<file path="src/rtl/bpu_btb_pkg.sv">
// Shared types for the fetch-side branch target buffer.
// Holds the counter encodings, the default table depth and the pending-update record.
// No logic, so there is no latency and no backpressure.
package bpu_btb_pkg;

   localparam int BTB_DEPTH_DEF = 16;
   localparam int PC_W          = 32;

   typedef enum logic [1:0] {
      SNT = 2'b00,
      WNT = 2'b01,
      WT  = 2'b10,
      ST  = 2'b11
   } cnt_t;

   typedef struct packed {
      logic              taken;
      logic              is_jump;
      logic [PC_W-1:2]   target;
   } upd_t;

   function automatic logic [PC_W-1:0] seq_pc(input logic [PC_W-1:0] pc);
      return pc + 32'd4;
   endfunction

endpackage

</file>
<file path="src/rtl/bpu_sat_cnt2.sv">
// Next-state logic for a 2-bit saturating direction counter.
// Purely combinational, so there is zero latency.
// No backpressure; jumps always count as taken.
module bpu_sat_cnt2
   import bpu_btb_pkg::*;
(
   input  cnt_t cnt,
   input  logic taken,
   input  logic is_jump,
   output cnt_t cnt_nxt
);

   always_comb begin
      cnt_nxt = cnt;
      if (taken | is_jump) begin
         case (cnt)
            SNT:     cnt_nxt = WNT;
            WNT:     cnt_nxt = WT;
            default: cnt_nxt = ST;
         endcase
      end else begin
         case (cnt)
            ST:      cnt_nxt = WT;
            WT:      cnt_nxt = WNT;
            default: cnt_nxt = SNT;
         endcase
      end
   end

endmodule

</file>
<file path="src/rtl/bpu_btb.sv">
// Direct-mapped BTB with a bimodal counter per entry; mispredict detection on EX resolution.
// Lookup and mispredict take 0 cycles; training lands 1 cycle after capture and is forwarded.
// No backpressure. BPU_PERF_CNT_EN adds branch and mispredict event counters.
module bpu_btb
   import bpu_btb_pkg::*;
#(
   parameter  int BTB_DEPTH = BTB_DEPTH_DEF,
   localparam int IDX_W     = $clog2(BTB_DEPTH)
) (
   input  logic              clk,
   input  logic              rst_b,
   input  logic [PC_W-1:0]   if_pc,
   input  logic              if_valid,
   output logic              pred_taken,
   output logic [PC_W-1:0]   pred_target,
   input  logic              ex_valid,
   input  logic [PC_W-1:0]   ex_pc,
   input  logic              ex_br,
   input  logic              ex_jump,
   input  logic              ex_taken,
   input  logic [PC_W-1:0]   ex_target,
   input  logic              ex_pred_taken,
   input  logic [PC_W-1:0]   ex_pred_target,
   input  logic              ex_misaligned,
   output logic              mispredict,
   output logic [PC_W-1:0]   redirect_pc,
   input  logic              invalidate
`ifdef BPU_PERF_CNT_EN
  ,output logic [31:0]       perf_branch_cnt,
   output logic [31:0]       perf_mispredict_cnt
`endif
);

   localparam int TAG_W = PC_W - 2 - IDX_W;

   logic [BTB_DEPTH-1:0] tbl_vld;
   logic [TAG_W-1:0]     tbl_tag [BTB_DEPTH];
   logic [PC_W-1:2]      tbl_tgt [BTB_DEPTH];
   logic                 tbl_jmp [BTB_DEPTH];
   cnt_t                 tbl_cnt [BTB_DEPTH];

   logic                 pend_vld;
   logic [IDX_W-1:0]     pend_idx;
   logic [TAG_W-1:0]     pend_tag;
   upd_t                 pend_upd;

   logic                 e_hit;
   logic                 w_en;
   cnt_t                 cnt_seed;
   cnt_t                 w_cnt;
   logic [PC_W-1:2]      w_tgt;

   logic [IDX_W-1:0]     if_idx;
   logic [TAG_W-1:0]     if_tag;
   logic                 fwd;
   logic                 l_vld;
   logic [TAG_W-1:0]     l_tag;
   logic [PC_W-1:2]      l_tgt;
   logic                 l_jmp;
   cnt_t                 l_cnt;
   logic                 hit;

   logic                 mis_raw;
   logic                 cap;
   logic                 unused_bits;

   assign unused_bits = ^if_pc[1:0];

   // The write decision is made when the pending entry lands, so a back-to-back
   // update to the same index naturally sees the previous one already in the table.
   assign e_hit    = tbl_vld[pend_idx] && (tbl_tag[pend_idx] == pend_tag);
   assign w_en     = pend_vld && (e_hit || pend_upd.taken);
   assign cnt_seed = e_hit ? tbl_cnt[pend_idx] : (pend_upd.is_jump ? WT : WNT);
   assign w_tgt    = pend_upd.taken ? pend_upd.target : tbl_tgt[pend_idx];

   bpu_sat_cnt2 u_sat_cnt2 (
      .cnt     (cnt_seed),
      .taken   (pend_upd.taken),
      .is_jump (pend_upd.is_jump),
      .cnt_nxt (w_cnt)
   );

   assign if_idx = if_pc[IDX_W+1:2];
   assign if_tag = if_pc[PC_W-1:IDX_W+2];
   assign fwd    = w_en && (pend_idx == if_idx);

   assign l_vld  = fwd | tbl_vld[if_idx];
   assign l_tag  = fwd ? pend_tag         : tbl_tag[if_idx];
   assign l_tgt  = fwd ? w_tgt            : tbl_tgt[if_idx];
   assign l_jmp  = fwd ? pend_upd.is_jump : tbl_jmp[if_idx];
   assign l_cnt  = fwd ? w_cnt            : tbl_cnt[if_idx];

   assign hit         = if_valid && l_vld && (l_tag == if_tag);
   assign pred_taken  = hit && (l_jmp || (l_cnt inside {WT, ST}));
   assign pred_target = pred_taken ? {l_tgt, 2'b00} : '0;

   assign mis_raw = ex_valid && !ex_misaligned &&
                    ((ex_taken != ex_pred_taken) || (ex_taken && (ex_target != ex_pred_target)));
   assign mispredict  = rst_b && mis_raw;
   assign redirect_pc = mispredict ? (ex_taken ? ex_target : seq_pc(ex_pc)) : '0;

   assign cap = ex_valid && (ex_br || ex_jump) && !ex_misaligned && !invalidate;

   always_ff @(posedge clk or negedge rst_b) begin
      if (!rst_b) begin
         pend_vld <= 1'b0;
         pend_idx <= '0;
         pend_tag <= '0;
         pend_upd <= '0;
      end else begin
         pend_vld <= cap;
         if (cap) begin
            pend_idx         <= ex_pc[IDX_W+1:2];
            pend_tag         <= ex_pc[PC_W-1:IDX_W+2];
            pend_upd.taken   <= ex_taken;
            pend_upd.is_jump <= ex_jump;
            pend_upd.target  <= ex_target[PC_W-1:2];
         end
      end
   end

   always_ff @(posedge clk or negedge rst_b) begin
      if (!rst_b) begin
         tbl_vld <= '0;
      end else if (invalidate) begin
         tbl_vld <= '0;
      end else if (w_en) begin
         tbl_vld[pend_idx] <= 1'b1;
      end
   end

   always_ff @(posedge clk) begin
      if (w_en && !invalidate) begin
         tbl_tag[pend_idx] <= pend_tag;
         tbl_tgt[pend_idx] <= w_tgt;
         tbl_jmp[pend_idx] <= pend_upd.is_jump;
         tbl_cnt[pend_idx] <= w_cnt;
      end
   end

`ifdef BPU_PERF_CNT_EN
   always_ff @(posedge clk or negedge rst_b) begin
      if (!rst_b) begin
         perf_branch_cnt     <= '0;
         perf_mispredict_cnt <= '0;
      end else begin
         if (cap)        perf_branch_cnt     <= perf_branch_cnt + 32'd1;
         if (mispredict) perf_mispredict_cnt <= perf_mispredict_cnt + 32'd1;
      end
   end
`else
   // Event counters are not built in this configuration.
`endif

endmodule

</file>
<file path="config.mk">
export PLATFORM = sky130hd
export DESIGN_NAME = bpu_btb
export DESIGN_NICKNAME = d
export VERILOG_FILES = /design/src/rtl/bpu_btb_pkg.sv /design/src/rtl/bpu_sat_cnt2.sv /design/src/rtl/bpu_btb.sv
export SDC_FILE = /design/constraint.sdc
export NUM_CORES = 1
export LEC_CHECK = 0
export CORE_MARGIN = 8
export CORE_UTILIZATION = 55
export CTS_CLUSTER_SIZE = 10
export DETAILED_ROUTE_END_ITERATION = 12
export PLACE_DENSITY = 0.82
export SETUP_SLACK_MARGIN = 0.5
export SLEW_MARGIN = 20
export SYNTH_ARGS = -nofsm -noshare
export SYNTH_HDL_FRONTEND = slang
export SYNTH_SLANG_ARGS = --single-unit
</file>
<file path="constraint.sdc">
create_clock -name clk -period 5.7 [get_ports clk]
set_clock_uncertainty 0.2 [all_clocks]
set_input_delay 1.14 -clock clk [delete_from_list [all_inputs] [get_ports clk]]
set_output_delay 1.14 -clock clk [all_outputs]
set_load 0.05 [all_outputs]
</file>
==> results.sh, run 1 <==
export IMPL_wl_per_cell_um=38.4
export IMPL_slew_violations=0
export IMPL_grt_pass1_wl_mm=251
export IMPL_via_per_inst=7.44
export IMPL_drt_pass1_iter_count=7
export IMPL_synth_edff_count=944
export IMPL_fin_crit_ns=6.91
export IMPL_yosys_area_top_type_share_pct=56.7
export IMPL_place_gp_congestion=1.01
export IMPL_cp_common_cell="buf_12"
export IMPL_initial_core_util_pct=55.6
export IMPL_slowest_delay_ns=0.61
export IMPL_drc=0
export IMPL_grt_overflow=0
export IMPL_nNetsFinal=3491
export IMPL_hold_path_class="reg2reg"
export IMPL_ant_nets=0
export IMPL_worst_pin_slew_ns=1.26
export IMPL_track_usage_pct=34.1
export IMPL_finalHoldViolations=0
export IMPL_max_cap_violations=0
export IMPL_drive_above_1_share_pct=37.5
export IMPL_synth_cell_types=72
export IMPL_critPathKind="reg2out"
export IMPL_synth_area_sq_um=50000
export IMPL_clk_pin_slew_ns=0.06
export IMPL_p_leak_nw=20.7
export IMPL_route_vias_total=34400
export IMPL_instances_no_fill=4628
export IMPL_tritoncts="yes"
export IMPL_root_buffer="clkbuf_16"
export IMPL_hpwl_mm=106
export IMPL_dieArea_sq_um=101000
export IMPL_n_fill_cell=5557
export IMPL_routed_wl_mm=178
export IMPL_hold_ws_ns=0.310
export IMPL_powerDensity_nw_per_um2=338
export IMPL_syn_avg_cell_area_sq_um=17.7
export IMPL_multiInputGateArea_sq_um=19400
export IMPL_clock_sinks=1023
export IMPL_grt_max_degree=104
export IMPL_antenna_found_initial=6
export IMPL_core_sq_um=90000
export IMPL_drtIter0Drc=5874
export IMPL_seq_area_frac_synth_pct=60.6
export IMPL_violations="negative setup slack"
export IMPL_crit_slowest_cell="or4_4"
export IMPL_total_power_mw=20.7
export IMPL_synth_main_ff_cell="edfxtp_1"
export IMPL_cts_hold_fix_buffers=0
export IMPL_syn_inst=2826
export IMPL_setup_violations_final=31
export IMPL_io_buffers=199
export IMPL_cts_made_buffers=114
export IMPL_fmax_ghz=0.145
export IMPL_endpoint_kind="output pin"
export IMPL_cp_arrival_ns=5.57
export IMPL_vdd_drop_max_mv=0.307
export IMPL_finalCritPeriodShare_pct=121
export IMPL_grt_pass1_vias=35000
export IMPL_synth_top_area_cell="edfxtp_1"
export IMPL_num_io_pins=204
export IMPL_synthArstFlopShare_pct=7.72
export IMPL_clk_latency_ns=0.71
export IMPL_tns_ns=-34.12
export IMPL_fp_row_count=110
export IMPL_rsz0062_at_grt="yes"
export IMPL_ctsLongestPathBuffers=3
export IMPL_finish_utilization_pct=68.0
export IMPL_regArea_sq_um=30300
export IMPL_die_w_um=318
export IMPL_cp_top_family="simple AND/OR/NAND/NOR gates"
export IMPL_synth_warning_count=0
export IMPL_worstPathMaxFanout=7
export IMPL_cp_num_buf_inv=10
export IMPL_htreeDepth=3
export IMPL_path_cells="buf_12 -> buf_12 -> buf_8 -> mux4_2 -> mux2i_2 -> xor2_1 -> buf_4 -> nand4_1 -> o41ai_4 -> o211ai_1 -> buf_4 -> nor4_4 -> buf_4 -> and3_4 -> o32ai_2 -> or4_4 -> buf_12 -> buf_6 -> buf_6 -> nor4_4 -> buf_12"
export IMPL_placed_cells=4373
export IMPL_relSlewSlack_pct=16.3
export IMPL_synthTopCellsByArea="edfxtp_1, mux4_2, mux2i_1"
export IMPL_area_delta_synth_final_pct=22.3
export IMPL_synth_seq_cells=1023
export IMPL_startpoint_type="flop"
export IMPL_fin_ws_ns=-1.21
export IMPL_die_h_um=318
export IMPL_cp_required_ns=4.36
export IMPL_status="complete, but fails checks"
sequential cells by signal (all words and copies together), names as in the netlist:
register,flops
pend_idx,4
pend_tag,26
pend_upd,32
pend_vld,1
tbl_cnt,32
tbl_jmp,16
tbl_tag,416
tbl_tgt,480
tbl_vld,16
cell usage in the layout (no fill, tap or decap), drive strengths merged, types with 5 or more instances in the layout:
cell           instances
nand2                 65
mux4                 449
o22ai                 45
dlygate4sd2            8
edfxtp               944
dfrtp                 79
nor3                  26
xnor2                 52
nor2b                 18
or3                    6
nor2                 111
o211ai                10
mux2                 115
nor4                  45
o21ai                 44
xor2                  50
nand2b                 8
a221oi                18
o22a                   5
clkbuf               207
a31oi                  5
and2                   6
a21oi                 61
and3                  13
nand3                 30
a211oi                 7
a22o                  16
mux2i                210
nand4                 14
o311ai                 5
clkdlybuf4s50        118
buf                  477
a22oi                 43
inv                   55
o221ai                11
clkinv                 7
power by group:
group | switching (mW) | internal, mW
combinational | 2.65 | 1.99
clock | 3.06 | 3.80
sequential | 0.232 | 8.93
synth_stat cells (all sizes together), types with 44 or more instances:
cell / n
nand2: 65
o22ai: 45
buf: 116
dfrtp: 79
mux2: 115
a21oi: 61
mux2i: 210
o21ai: 44
inv: 52
nor2: 111
edfxtp: 944
nor4: 45
clkbuf: 84
mux4: 449
xor2: 50
xnor2: 52
kinds of logic (layout without fill, tap and decap cells):
| family | Yosys count | count (layout) | share of synthesized area [%] |
|---|---|---|---|
| buffers and inverters | 253 | 875 | 2.28 |
| multiplexers | 774 | 774 | 27.0 |
| flip-flops | 1023 | 1023 | 60.6 |
| adder cells (fa/ha/maj) | 2 | 2 | 0.0450 |
| AND/OR/NAND/NOR | 362 | 362 | 3.98 |
| AO/OA/AOI/OAI | 309 | 309 | 4.25 |
| XOR/XNOR | 102 | 102 | 1.79 |
| other | 1 | 5 | 0.00750 |
final cells by class:
cell class,instances,area share [%]
multi-input combinational,1551,31.7
tap,1176,2.41
clock inverter,9,0.290
inverter,53,0.327
antenna,3,0.0123
sequential,1023,49.6
clock buffer,204,5.25
timing repair buffer,609,10.5
timing repair:
item                       CTS  global route
buffers inserted            32             3
pin swaps                   22            10
gates cloned                 3             1
gates resized for setup     80            35
setup endpoints to repair  427           547
final timing paths:
path	depth (start not counted)	slack, ns	endpoint	startpoint
hold reg to reg	1	0.31	pend_upd[29]	pend_upd[29]
setup reg to reg	18	0.55	tbl_tag[12][14]	pend_idx[1]
max in group asynchronous	3	3.47	pend_tag[13]	rst_b
hold / removal	1	0.31	pend_upd[29]	pend_upd[29]
min in group asynchronous	2	0.52	pend_upd[22]	rst_b
setup / recovery	21	-1.21	pred_target[2]	pend_idx[1]
per-stage QoR:
step | worst slack (ns) | instance area, sq um
finish | -1.21 | 61200
global placement | -0.812 | 56800
floorplan | -0.367 | 50500
global route | -1.32 | 61200
CTS | -1.05 | 61000
detailed placement | -0.943 | 56800
per-layer routing:
layer / up-vias / share of wire, % / track usage, %
met5: - / 0.014 / 0
met4: 4 / 6.0 / 17.3
met3: 719 / 15 / 12.0
met2: 3424 / 46 / 52.5
met1: 17400 / 33 / 43.0
li1: 12900 / - / -
No activity file was read; power rests on OpenSTA's default activity.
==> run 2, diff against run 1 <==
--- a/config.mk
+++ b/config.mk
@@ -9,7 +9,7 @@
 export CORE_UTILIZATION = 55
 export CTS_CLUSTER_SIZE = 10
 export DETAILED_ROUTE_END_ITERATION = 12
-export PLACE_DENSITY = 0.82
+export PLACE_DENSITY = 0.83
 export SETUP_SLACK_MARGIN = 0.5
 export SLEW_MARGIN = 20
 export SYNTH_ARGS = -nofsm -noshare
==> results.sh, run 2 (synthesized netlist as in run 1, its figures left out) <==
export IMPL_die_w_um=318
export IMPL_setup_violations_final=31
export IMPL_grt_pass1_vias=34900
export IMPL_powerDensity_nw_per_um2=338
export IMPL_reg2reg_setup_slack_ns=0.44
export IMPL_hold_ws_ns=0.305
export IMPL_dieArea_sq_um=101000
export IMPL_reg_top3="tbl_tgt (480), tbl_tag (416)"
export IMPL_clk_pin_slew_ns=0.05
export IMPL_top_register="tbl_tgt"
export IMPL_largest_register_ffs=480
export IMPL_root_buffer="clkbuf_16"
export IMPL_drive_above_1_share_pct=36.9
export IMPL_fmax_ghz=0.147
export IMPL_ant_nets=0
export IMPL_cts_made_buffers=114
export IMPL_status="complete, but fails checks"
export IMPL_cts_hold_fix_buffers=0
export IMPL_final_area_sq_um=60800
export IMPL_layout_commonest_cell="edfxtp_1"
export IMPL_fp_row_count=110
export IMPL_cp_required_ns=4.36
export IMPL_initial_core_util_pct=55.6
export IMPL_max_cap_violations=0
export IMPL_finalCritPeriodShare_pct=119
export IMPL_drc=0
export IMPL_io_buffers=199
export IMPL_hpwl_mm=109
export IMPL_track_usage_pct=33.8
export IMPL_die_h_um=318
export IMPL_antenna_cells=0
export IMPL_mostFrequentLayoutCells="edfxtp_1, mux4_2, buf_4"
export IMPL_p_leak_nw=20.6
export IMPL_relSlewSlack_pct=29.6
export IMPL_instances_no_fill=4609
export IMPL_grt_max_degree=87
export IMPL_grt_pass1_wl_mm=249
export IMPL_placed_area_sq_um=56900
export IMPL_grt_overflow=0
export IMPL_slew_violations=0
export IMPL_routed_wl_mm=175
export IMPL_finalHoldViolations=0
export IMPL_fin_ws_ns=-1.10
export IMPL_ctsLongestPathBuffers=3
export IMPL_antenna_found_initial=5
export IMPL_area_delta_synth_final_pct=21.6
export IMPL_tns_ns=-32.89
export IMPL_rsz0062_at_grt="yes"
export IMPL_worst_pin_slew_ns=1.06
export IMPL_startpoint_type="input pin"
export IMPL_nNetsFinal=3487
export IMPL_core_sq_um=90000
export IMPL_drtIter0Drc=5642
export IMPL_wl_per_cell_um=38.1
export IMPL_num_io_pins=204
export IMPL_endpoint_kind="output pin"
export IMPL_violations="negative setup slack"
export IMPL_drt_pass1_iter_count=8
export IMPL_fin_crit_ns=6.80
export IMPL_clock_sinks=1023
export IMPL_clk_latency_ns=0.73
export IMPL_place_gp_congestion=1.02
export IMPL_via_per_inst=7.45
export IMPL_htreeDepth=3
export IMPL_placed_cells=4374
export IMPL_pre_cts_ws_ns=-0.888
export IMPL_worstPathMaxFanout=36
export IMPL_cp_arrival_ns=5.46
export IMPL_critPathKind="in2out"
export IMPL_hold_path_class="reg2reg"
export IMPL_route_vias_total=34300
export IMPL_tritoncts="yes"
export IMPL_vdd_drop_max_mv=0.320
run 2: timing repair:
action,CTS,global route
resized for setup,46,18
pin swaps,15,11
endpoints found under the hold margin,0,0
gates cloned,1,1
endpoints found under the setup margin,40,347
buffers inserted,24,8
run 2: power by group:
part	internal, mW	switching [mW]	total [mW]
clock	3.76	3.01	6.78
sequential	8.92	0.231	9.15
combinational	2.01	2.59	4.60
total	14.7	5.84	20.5
run 2: critical path, cell delays in order:
cell and delay, ns:
buf_8 0.15, buf_4 0.24, buf_12 0.25, nand2b_1 0.25, nor3_1 0.08, a2111oi_0 0.58, buf_4 0.22, nand3_1 0.10
nand2_1 0.14, o22ai_1 0.12, nor2_1 0.29, o2111a_1 0.31, mux2i_1 0.10, or4_4 0.67, buf_12 0.20, buf_12 0.15
nor4_4 0.22, buf_12 0.18
run 2: layer usage:
metal | vias up | wire (um) | global-route usage, %
li1 | 12900 | - | -
met1 | 17400 | 58900 | 42.8
met2 | 3354 | 80600 | 52.4
met3 | 674 | 25700 | 11.3
met4 | 8 | 10200 | 16.8
met5 | - | 89 | 0
run 2: layout make-up:
type / count / area (sq um)
clock buffer: 188 / 3150
sequential: 1023 / 30300
timing repair buffer: 605 / 6240
fill: 5615 / 29200
multi-input combinational: 1551 / 19200
inverter: 53 / 200
clock inverter: 13 / 221
tap: 1176 / 1470
run 2: per-stage QoR:
step	total power, mW	utilization, %
final	20.5	67.5
after global routing	21.0	67.5
after CTS	20.4	67.4
after detailed placement	13.6	63.2
after global placement	13.4	63.2
after floorplan	11.8	-
run 2: path summary, 6_finish.rpt:
path / startpoint / end / depth (start not counted)
worst min-delay path: pend_upd[14] / pend_upd[14] / 1
min in group asynchronous: rst_b / pend_upd[26] / 2
worst min register to register: pend_upd[14] / pend_upd[14] / 1
worst max register to register: pend_idx[1] / tbl_tag[8][6] / 17
worst max-delay path: if_pc[2] / pred_target[26] / 18
max in group asynchronous: rst_b / pend_idx[1] / 2
